$ cat config.mk
export PLATFORM = sky130hd
export DESIGN_NAME = la_capture_core
export DESIGN_NICKNAME = d
export VERILOG_FILES = /design/src/rtl/la_capture_core.sv
export SDC_FILE = /design/constraint.sdc
export NUM_CORES = 2
export LEC_CHECK = 0
export ABC_AREA = 0
export CAP_MARGIN = 20
export CELL_PAD_IN_SITES_DETAIL_PLACEMENT = 1
export CELL_PAD_IN_SITES_GLOBAL_PLACEMENT = 1
export CORE_AREA = 2 2 696 698
export CTS_BUF_LIST = sky130_fd_sc_hd__clkbuf_2
export DETAILED_ROUTE_END_ITERATION = 10
export DIE_AREA = 0 0 698 700
export DONT_BUFFER_PORTS = 1
export PLACE_DENSITY_LB_ADDON = 0.1
export SLEW_MARGIN = 20
export SYNTH_ARGS = -nofsm -noshare
export SYNTH_HDL_FRONTEND = slang
export SYNTH_SLANG_ARGS = --single-unit
$ cat constraint.sdc
create_clock -name clk_i -period 2.9 [get_ports clk_i]
set_input_delay 0.29 -clock clk_i [delete_from_list [all_inputs] [get_ports clk_i]]
set_output_delay 0.29 -clock clk_i [all_outputs]
set_load 0.01 [all_outputs]
$ cat src/rtl/la_capture_core.sv
// la_capture_core: multi-bit logic-analyser capture core with masked
// level/edge trigger, circular pre-trigger buffer and a valid/ready readout.
// Optional build macro LA_TRIG_COUNT_EN adds trig_cnt_i: the capture fires on
// trigger occurrence trig_cnt_i+1 seen in WAIT instead of the first one.
//
// state | meaning
// IDLE  | waiting for arm
// FILL  | writing the pre-trigger history, triggers ignored
// WAIT  | circular writes, looking for the trigger
// POST  | writing the remaining post-trigger samples
// DONE  | buffer valid, waiting for readout or re-arm
// READ  | streaming the buffer oldest-first
module la_capture_core #(
    parameter int DATA_W   = 8,
    parameter int TRIG_W   = 4,
    parameter int ADDR_W   = 9,
    parameter int PRE_TRIG = 64
) (
    input  logic              clk_i,
    input  logic              rst_i,
    input  logic              arm_i,
    input  logic              abort_i,
    input  logic [DATA_W-1:0] data_i,
    input  logic [TRIG_W-1:0] trig_i,
    input  logic [TRIG_W-1:0] trig_mask_i,
    input  logic [TRIG_W-1:0] trig_val_i,
    input  logic [TRIG_W-1:0] trig_edge_i,
`ifdef LA_TRIG_COUNT_EN
    input  logic [15:0]       trig_cnt_i,
`endif
    input  logic              rd_start_i,
    input  logic              rd_ready_i,
    output logic              rd_valid_o,
    output logic [DATA_W-1:0] rd_data_o,
    output logic              rd_last_o,
    output logic              busy_o,
    output logic              triggered_o,
    output logic              done_o,
    output logic [ADDR_W-1:0] trig_pos_o
);
    localparam int DEPTH    = 2**ADDR_W;
    localparam int POST_LEN = DEPTH - PRE_TRIG;
    localparam int RW       = ADDR_W + 1;

    localparam logic [ADDR_W-1:0] PRE_OFS  = ADDR_W'(PRE_TRIG);
    localparam logic [ADDR_W-1:0] FILL_LD  = ADDR_W'((PRE_TRIG > 0) ? PRE_TRIG - 1 : 0);
    // The trigger sample itself is one of the POST_LEN writes, so POST runs POST_LEN-1 cycles.
    localparam logic [ADDR_W-1:0] POST_LD  = ADDR_W'((POST_LEN > 1) ? POST_LEN - 2 : 0);
    localparam logic [RW-1:0]     RD_BEATS = RW'(DEPTH);
    localparam logic [RW-1:0]     RD_ONE   = RW'(1);

    typedef enum logic [2:0] {
        S_IDLE,
        S_FILL,
        S_WAIT,
        S_POST,
        S_DONE,
        S_READ
    } state_t;

    state_t state_q, state_d;

    logic [TRIG_W-1:0] trig_q;
    logic [TRIG_W-1:0] bit_hit;
    logic              trig_hit;
    logic              trig_take;

    logic [ADDR_W-1:0] wr_ptr_q;
    logic [ADDR_W-1:0] cnt_q;
    logic [ADDR_W-1:0] trig_pos_q;
    logic              triggered_q;
    logic              done_q;
    logic              wr_en;

    logic              arm_go;
    logic              cap_go;
    logic              fin_go;
    logic              rd_go;

    logic [DATA_W-1:0] mem [DEPTH];
    logic [ADDR_W-1:0] rd_addr_q;
    logic [RW-1:0]     rd_left_q;
    logic              rd_valid_q;
    logic              rd_last_q;
    logic [DATA_W-1:0] rd_data_q;
    logic              rd_load;

    // Unmasked bits must match the value; edge bits additionally need the previous sample to differ.
    assign bit_hit  = ~trig_mask_i
                    | (~(trig_i ^ trig_val_i) & (~trig_edge_i | (trig_q ^ trig_val_i)));
    assign trig_hit = &bit_hit;

`ifdef LA_TRIG_COUNT_EN
    logic [15:0] occ_q;

    assign trig_take = trig_hit && (occ_q == trig_cnt_i);

    // Count trigger occurrences in WAIT that are passed over as ordinary samples.
    always_ff @(posedge clk_i or posedge rst_i) begin
        if (rst_i) begin
            occ_q <= '0;
        end else if (arm_go) begin
            occ_q <= '0;
        end else if ((state_q == S_WAIT) && trig_hit && !trig_take && !abort_i) begin
            occ_q <= occ_q + 16'd1;
        end
    end
`else
    assign trig_take = trig_hit;
`endif

    assign wr_en = (state_q == S_FILL) || (state_q == S_WAIT) || (state_q == S_POST);

    // State register.
    always_ff @(posedge clk_i or posedge rst_i) begin
        if (rst_i) begin
            state_q <= S_IDLE;
        end else begin
            state_q <= state_d;
        end
    end

    // Next-state logic and single-cycle control strobes; abort overrides everything.
    always_comb begin
        state_d = state_q;
        arm_go  = 1'b0;
        cap_go  = 1'b0;
        fin_go  = 1'b0;
        rd_go   = 1'b0;
        if (abort_i) begin
            state_d = S_IDLE;
        end else begin
            case (state_q)
                S_IDLE: begin
                    if (arm_i) begin
                        arm_go  = 1'b1;
                        state_d = (PRE_TRIG == 0) ? S_WAIT : S_FILL;
                    end
                end
                S_FILL: begin
                    if (cnt_q == '0) begin
                        state_d = S_WAIT;
                    end
                end
                S_WAIT: begin
                    if (trig_take) begin
                        cap_go = 1'b1;
                        if (POST_LEN == 1) begin
                            fin_go  = 1'b1;
                            state_d = S_DONE;
                        end else begin
                            state_d = S_POST;
                        end
                    end
                end
                S_POST: begin
                    if (cnt_q == '0) begin
                        fin_go  = 1'b1;
                        state_d = S_DONE;
                    end
                end
                S_DONE: begin
                    if (arm_i) begin
                        arm_go  = 1'b1;
                        state_d = (PRE_TRIG == 0) ? S_WAIT : S_FILL;
                    end else if (rd_start_i) begin
                        rd_go   = 1'b1;
                        state_d = S_READ;
                    end
                end
                S_READ: begin
                    if (rd_valid_q && rd_ready_i && rd_last_q) begin
                        state_d = S_DONE;
                    end
                end
                default: state_d = S_IDLE;
            endcase
        end
    end

    // Write pointer, phase down-counter, trigger position and status flags.
    always_ff @(posedge clk_i or posedge rst_i) begin
        if (rst_i) begin
            trig_q      <= '0;
            wr_ptr_q    <= '0;
            cnt_q       <= '0;
            trig_pos_q  <= '0;
            triggered_q <= 1'b0;
            done_q      <= 1'b0;
        end else begin
            trig_q <= trig_i;
            if (abort_i) begin
                triggered_q <= 1'b0;
                done_q      <= 1'b0;
            end else if (arm_go) begin
                wr_ptr_q    <= '0;
                cnt_q       <= FILL_LD;
                triggered_q <= 1'b0;
                done_q      <= 1'b0;
            end else begin
                if (wr_en) begin
                    wr_ptr_q <= wr_ptr_q + 1'b1;
                end
                if (cap_go) begin
                    trig_pos_q  <= wr_ptr_q;
                    triggered_q <= 1'b1;
                    cnt_q       <= POST_LD;
                end else if ((state_q == S_FILL) || (state_q == S_POST)) begin
                    cnt_q <= cnt_q - 1'b1;
                end
                if (fin_go) begin
                    done_q <= 1'b1;
                end
            end
        end
    end

    // Capture buffer write port; contents are not reset.
    always_ff @(posedge clk_i) begin
        if (wr_en) begin
            mem[wr_ptr_q] <= data_i;
        end
    end

    // A new word is fetched whenever the output register is empty or being consumed.
    assign rd_load = (state_q == S_READ) && (!rd_valid_q || rd_ready_i);

    // Readout: synchronous buffer read straight into the output register.
    always_ff @(posedge clk_i or posedge rst_i) begin
        if (rst_i) begin
            rd_addr_q  <= '0;
            rd_left_q  <= '0;
            rd_valid_q <= 1'b0;
            rd_last_q  <= 1'b0;
            rd_data_q  <= '0;
        end else if (abort_i) begin
            rd_left_q  <= '0;
            rd_valid_q <= 1'b0;
            rd_last_q  <= 1'b0;
        end else if (rd_go) begin
            rd_addr_q  <= trig_pos_q - PRE_OFS;
            rd_left_q  <= RD_BEATS;
            rd_valid_q <= 1'b0;
            rd_last_q  <= 1'b0;
        end else if (rd_load) begin
            if (rd_left_q != '0) begin
                rd_data_q  <= mem[rd_addr_q];
                rd_valid_q <= 1'b1;
                rd_last_q  <= (rd_left_q == RD_ONE);
                rd_addr_q  <= rd_addr_q + 1'b1;
                rd_left_q  <= rd_left_q - 1'b1;
            end else begin
                rd_valid_q <= 1'b0;
                rd_last_q  <= 1'b0;
            end
        end
    end

    assign rd_valid_o  = rd_valid_q;
    assign rd_data_o   = rd_data_q;
    assign rd_last_o   = rd_last_q;
    assign busy_o      = wr_en;
    assign triggered_o = triggered_q;
    assign done_o      = done_q;
    assign trig_pos_o  = trig_pos_q;

endmodule

==> run_results.csv <==
group,metric,value,unit
clock_network,root_buffer,"clkbuf_2",
grt,grt_start_max_net_pins,513,
timing,setup_slack,-951,ps
synth,synth_fp_nets,7873,
timing,max-slew-margin-rel,0.0663,
synth,synth-edff-count,4096,
synth,async_flop_share,0.0156,
run_status,status,"finished with violations",
critical_path,crit_path_end_kind,"output port",
grt,met1_usage,0.323,
timing,hold_viol,0,
floorplanning,die_y,700,microns
pwr,vdd_drop_max,0.000362,V
grt,grt.busiest_layer,"met2",
route,wl_per_cell,32.3,microns
timing,setup-violations-final,2971,
clock_network,cts_tree,"done",
synth,syn-cell-area,0.163,sq mm
floorplanning,start_util,0.339,
cells_and_area,mostFrequentLayoutCell,"edfxtp_1",
synth,yosys.cell_types.count,85,
grt,grt_pass1_vias,98757,
grt,antenna_found_initial,36,
synth,synth-seq-cells,4161,
run,maxCapViolCount,0,
route,via_count,92184,
cells_and_area,syn_to_final_growth,23.4,%
floorplanning,rows,255,
grt,grt_use_met3,0.0529,
critical_path,worstPathArrival,3560,ps
timing,fin_skew,326,ps
placement,gp_congestion,0.787,
timing,min_period,3850,ps
critical_path,crit_path_start_kind,"flip-flop",
clock_network,clock-sinks,4161,
grt,met2_usage,0.371,
synth,ys_seq_area_frac,0.764,
route,drcViolationCount,0,
critical_path,critPathKind,"reg -> out",
placement,place_hpwl,345,mm
synth,postSynthAreaPerCell,20.8,sq um
timing,finalCritPeriodShare,1.33,
grt,overflow,0,
placement,portBuffers,0,
cells_and_area,drive_gt1_frac,0.447,
grt,grt_util_all_layers,0.233,
clock_network,cts_buffers,1203,
synth,netlist_instances,7833,
floorplanning,die_area,0.489,sq mm
timing,rsz0062_at_grt,"true",
route,drt_wl_total,569,mm
pwr,powerDensity,550,mW/mm^2
synth,synth-main-ff-cell,"edfxtp_1",
floorplanning,io_pins,52,
floorplanning,core,0.481,sq mm
timing,worst_pin_slew,1400,ps
clock_network,htreeDepth,7,
route,drtPass1Iterations,5,
worst_hold_path,hold_class,"in -> reg",
cells_and_area,layout_common_cells,"edfxtp_1, clkbuf_2, buf_4",
synth,yosysWarnings,0,
cells_and_area,final_nets,10437,
cells_and_area,final_core_util,0.418,
critical_path,crit_path_max_fanout,2,
pwr,p_leak,65.7,nW
critical_path,worstPathRequired,2610,ps
floorplanning,die_w,698,microns
clock_network,clock_path_buffers,5,
timing,drv_slew,0,
grt,grt_pass1_wl,790,mm
clock_network,clk-insertion-delay-late,2470,ps
route,via_per_inst,5.23,
timing,timing.hold.ws,239,ps
timing,fmax,260,MHz
route,first_iter_violations,8375,
clock_network,clk_pin_slew_worst_paths,110,ps
route,antenna_left,0,
run_status,violations,"negative setup slack",
-- state kept, by name, summed over array words and instances (netlist names) --
name         cells
state_q          3
wr_ptr_q         9
rd_addr_q        9
trig_q           4
trig_pos_o       9
triggered_o      1
rd_last_o        1
rd_data_o        8
cnt_q            9
rd_valid_o       1
done_o           1
mem           4096
rd_left_q       10
-- per-layer routing --
layer	up-vias	part of all wire
li1	38316	-
met1	50129	0.45
met2	3018	0.48
met3	715	0.058
met4	6	0.020
met5	-	0.000081
-- power by group --
| group | switching, mW | internal (mW) | leakage (nW) |
|---|---|---|---|
| Sequential | 0.0427 | 66.0 | 37.6 |
| Clock | 25.1 | 16.5 | 7.76 |
| Combinational | 2.33 | 0.876 | 20.3 |
-- repair_timing --
| action | 4_1_cts | 5_1_grt |
|---|---|---|
| cloned | 32 | 3 |
| setup buffers | 184 | 41 |
| endpoints found under the setup margin | 2056 | 2406 |
| resized for setup | 970 | 255 |
| pin swaps | 100 | 85 |
| hold buffers | 97 | 26 |
| hold endpoints to repair | 4226 | 2567 |
-- cell usage after synthesis (all sizes together), types with 15 or more instances --
| cell | n | area (sq um) |
|---|---|---|
| nor2 | 642 | 2410 |
| a22oi | 55 | 413 |
| o21ai | 97 | 485 |
| nand2 | 253 | 950 |
| o221ai | 47 | 412 |
| a31oi | 24 | 150 |
| a21oi | 164 | 821 |
| buf | 313 | 2660 |
| nor2b | 18 | 120 |
| edfxtp | 4096 | 123000 |
| mux4 | 943 | 21300 |
| o22ai | 67 | 419 |
| mux2i | 389 | 3890 |
| inv | 23 | 86.3 |
| nand3 | 41 | 205 |
| clkbuf | 175 | 671 |
| nand4 | 15 | 93.8 |
| dfrtp | 65 | 1630 |
| a22o | 17 | 149 |
| a221oi | 71 | 666 |
| a211oi | 31 | 238 |
| mux2 | 25 | 282 |
| nor3 | 28 | 140 |
| o211ai | 28 | 210 |
-- stage by stage --
| step | total power [mW] | setup TNS [ps] | std cells | instance area, sq um | setup slack (ps) |
|---|---|---|---|---|---|
| finish | 111 | -301960 | 17613 | 201000 | -951 |
| global placement | 68.9 | -37360 | 15235 | 181000 | -1800 |
| detailed placement | 69.3 | -37610 | 15244 | 182000 | -1630 |
| floorplan | 67.9 | 0 | 7833 | 163000 | 140 |
| global route | 116 | -387040 | 17603 | 201000 | -1270 |
| CTS | 112 | -113940 | 17518 | 199000 | -1380 |
-- critical path, cell delays in order, from the launching register on --
cell and delay [ps]:
dfrtp_1 390, buf_6 120, nor2_4 70, or2_4 270, buf_8 180, inv_4 40
-- path summary, 6_finish.rpt --
check	end	slack (ps)	cells past startpoint	start
max reg2reg	rd_data_o[0]	-680	17	rd_addr_q[0]
min in group asynchronous	rd_data_o[0]	890	8	rst_i
max in group asynchronous	cnt_q[1]	1510	8	rst_i
max	busy_o	-950	5	state_q[1]
min	mem[227][3]	240	5	data_i[3]
min reg2reg	cnt_q[3]	520	1	cnt_q[3]
-- layout make-up --
cell class	instances	area [sq um]
antenna	25	62.6
clock buffer	1720	8610
clock inverter	251	1210
fill	46828	280000
inverter	23	111
multi-input combinational	3161	38100
sequential	4161	125000
tap	6425	8040
timing repair buffer	1847	20400
-- cell families (layout without fill, tap and decap cells) --
family	Yosys count	in the layout	synth area share
AOI/OAI and AO/OA	699	699	0.0297
xor gates and xnor gates	21	21	0.00113
adders and majority gates	10	10	0.000767
buffers and inverters	511	3841	0.0210
DFF	4161	4161	0.764
muxes	1357	1357	0.156
other	0	25	0
and+or+nand+nor	1074	1074	0.0274
No activity file was read; power rests on OpenSTA's default activity.
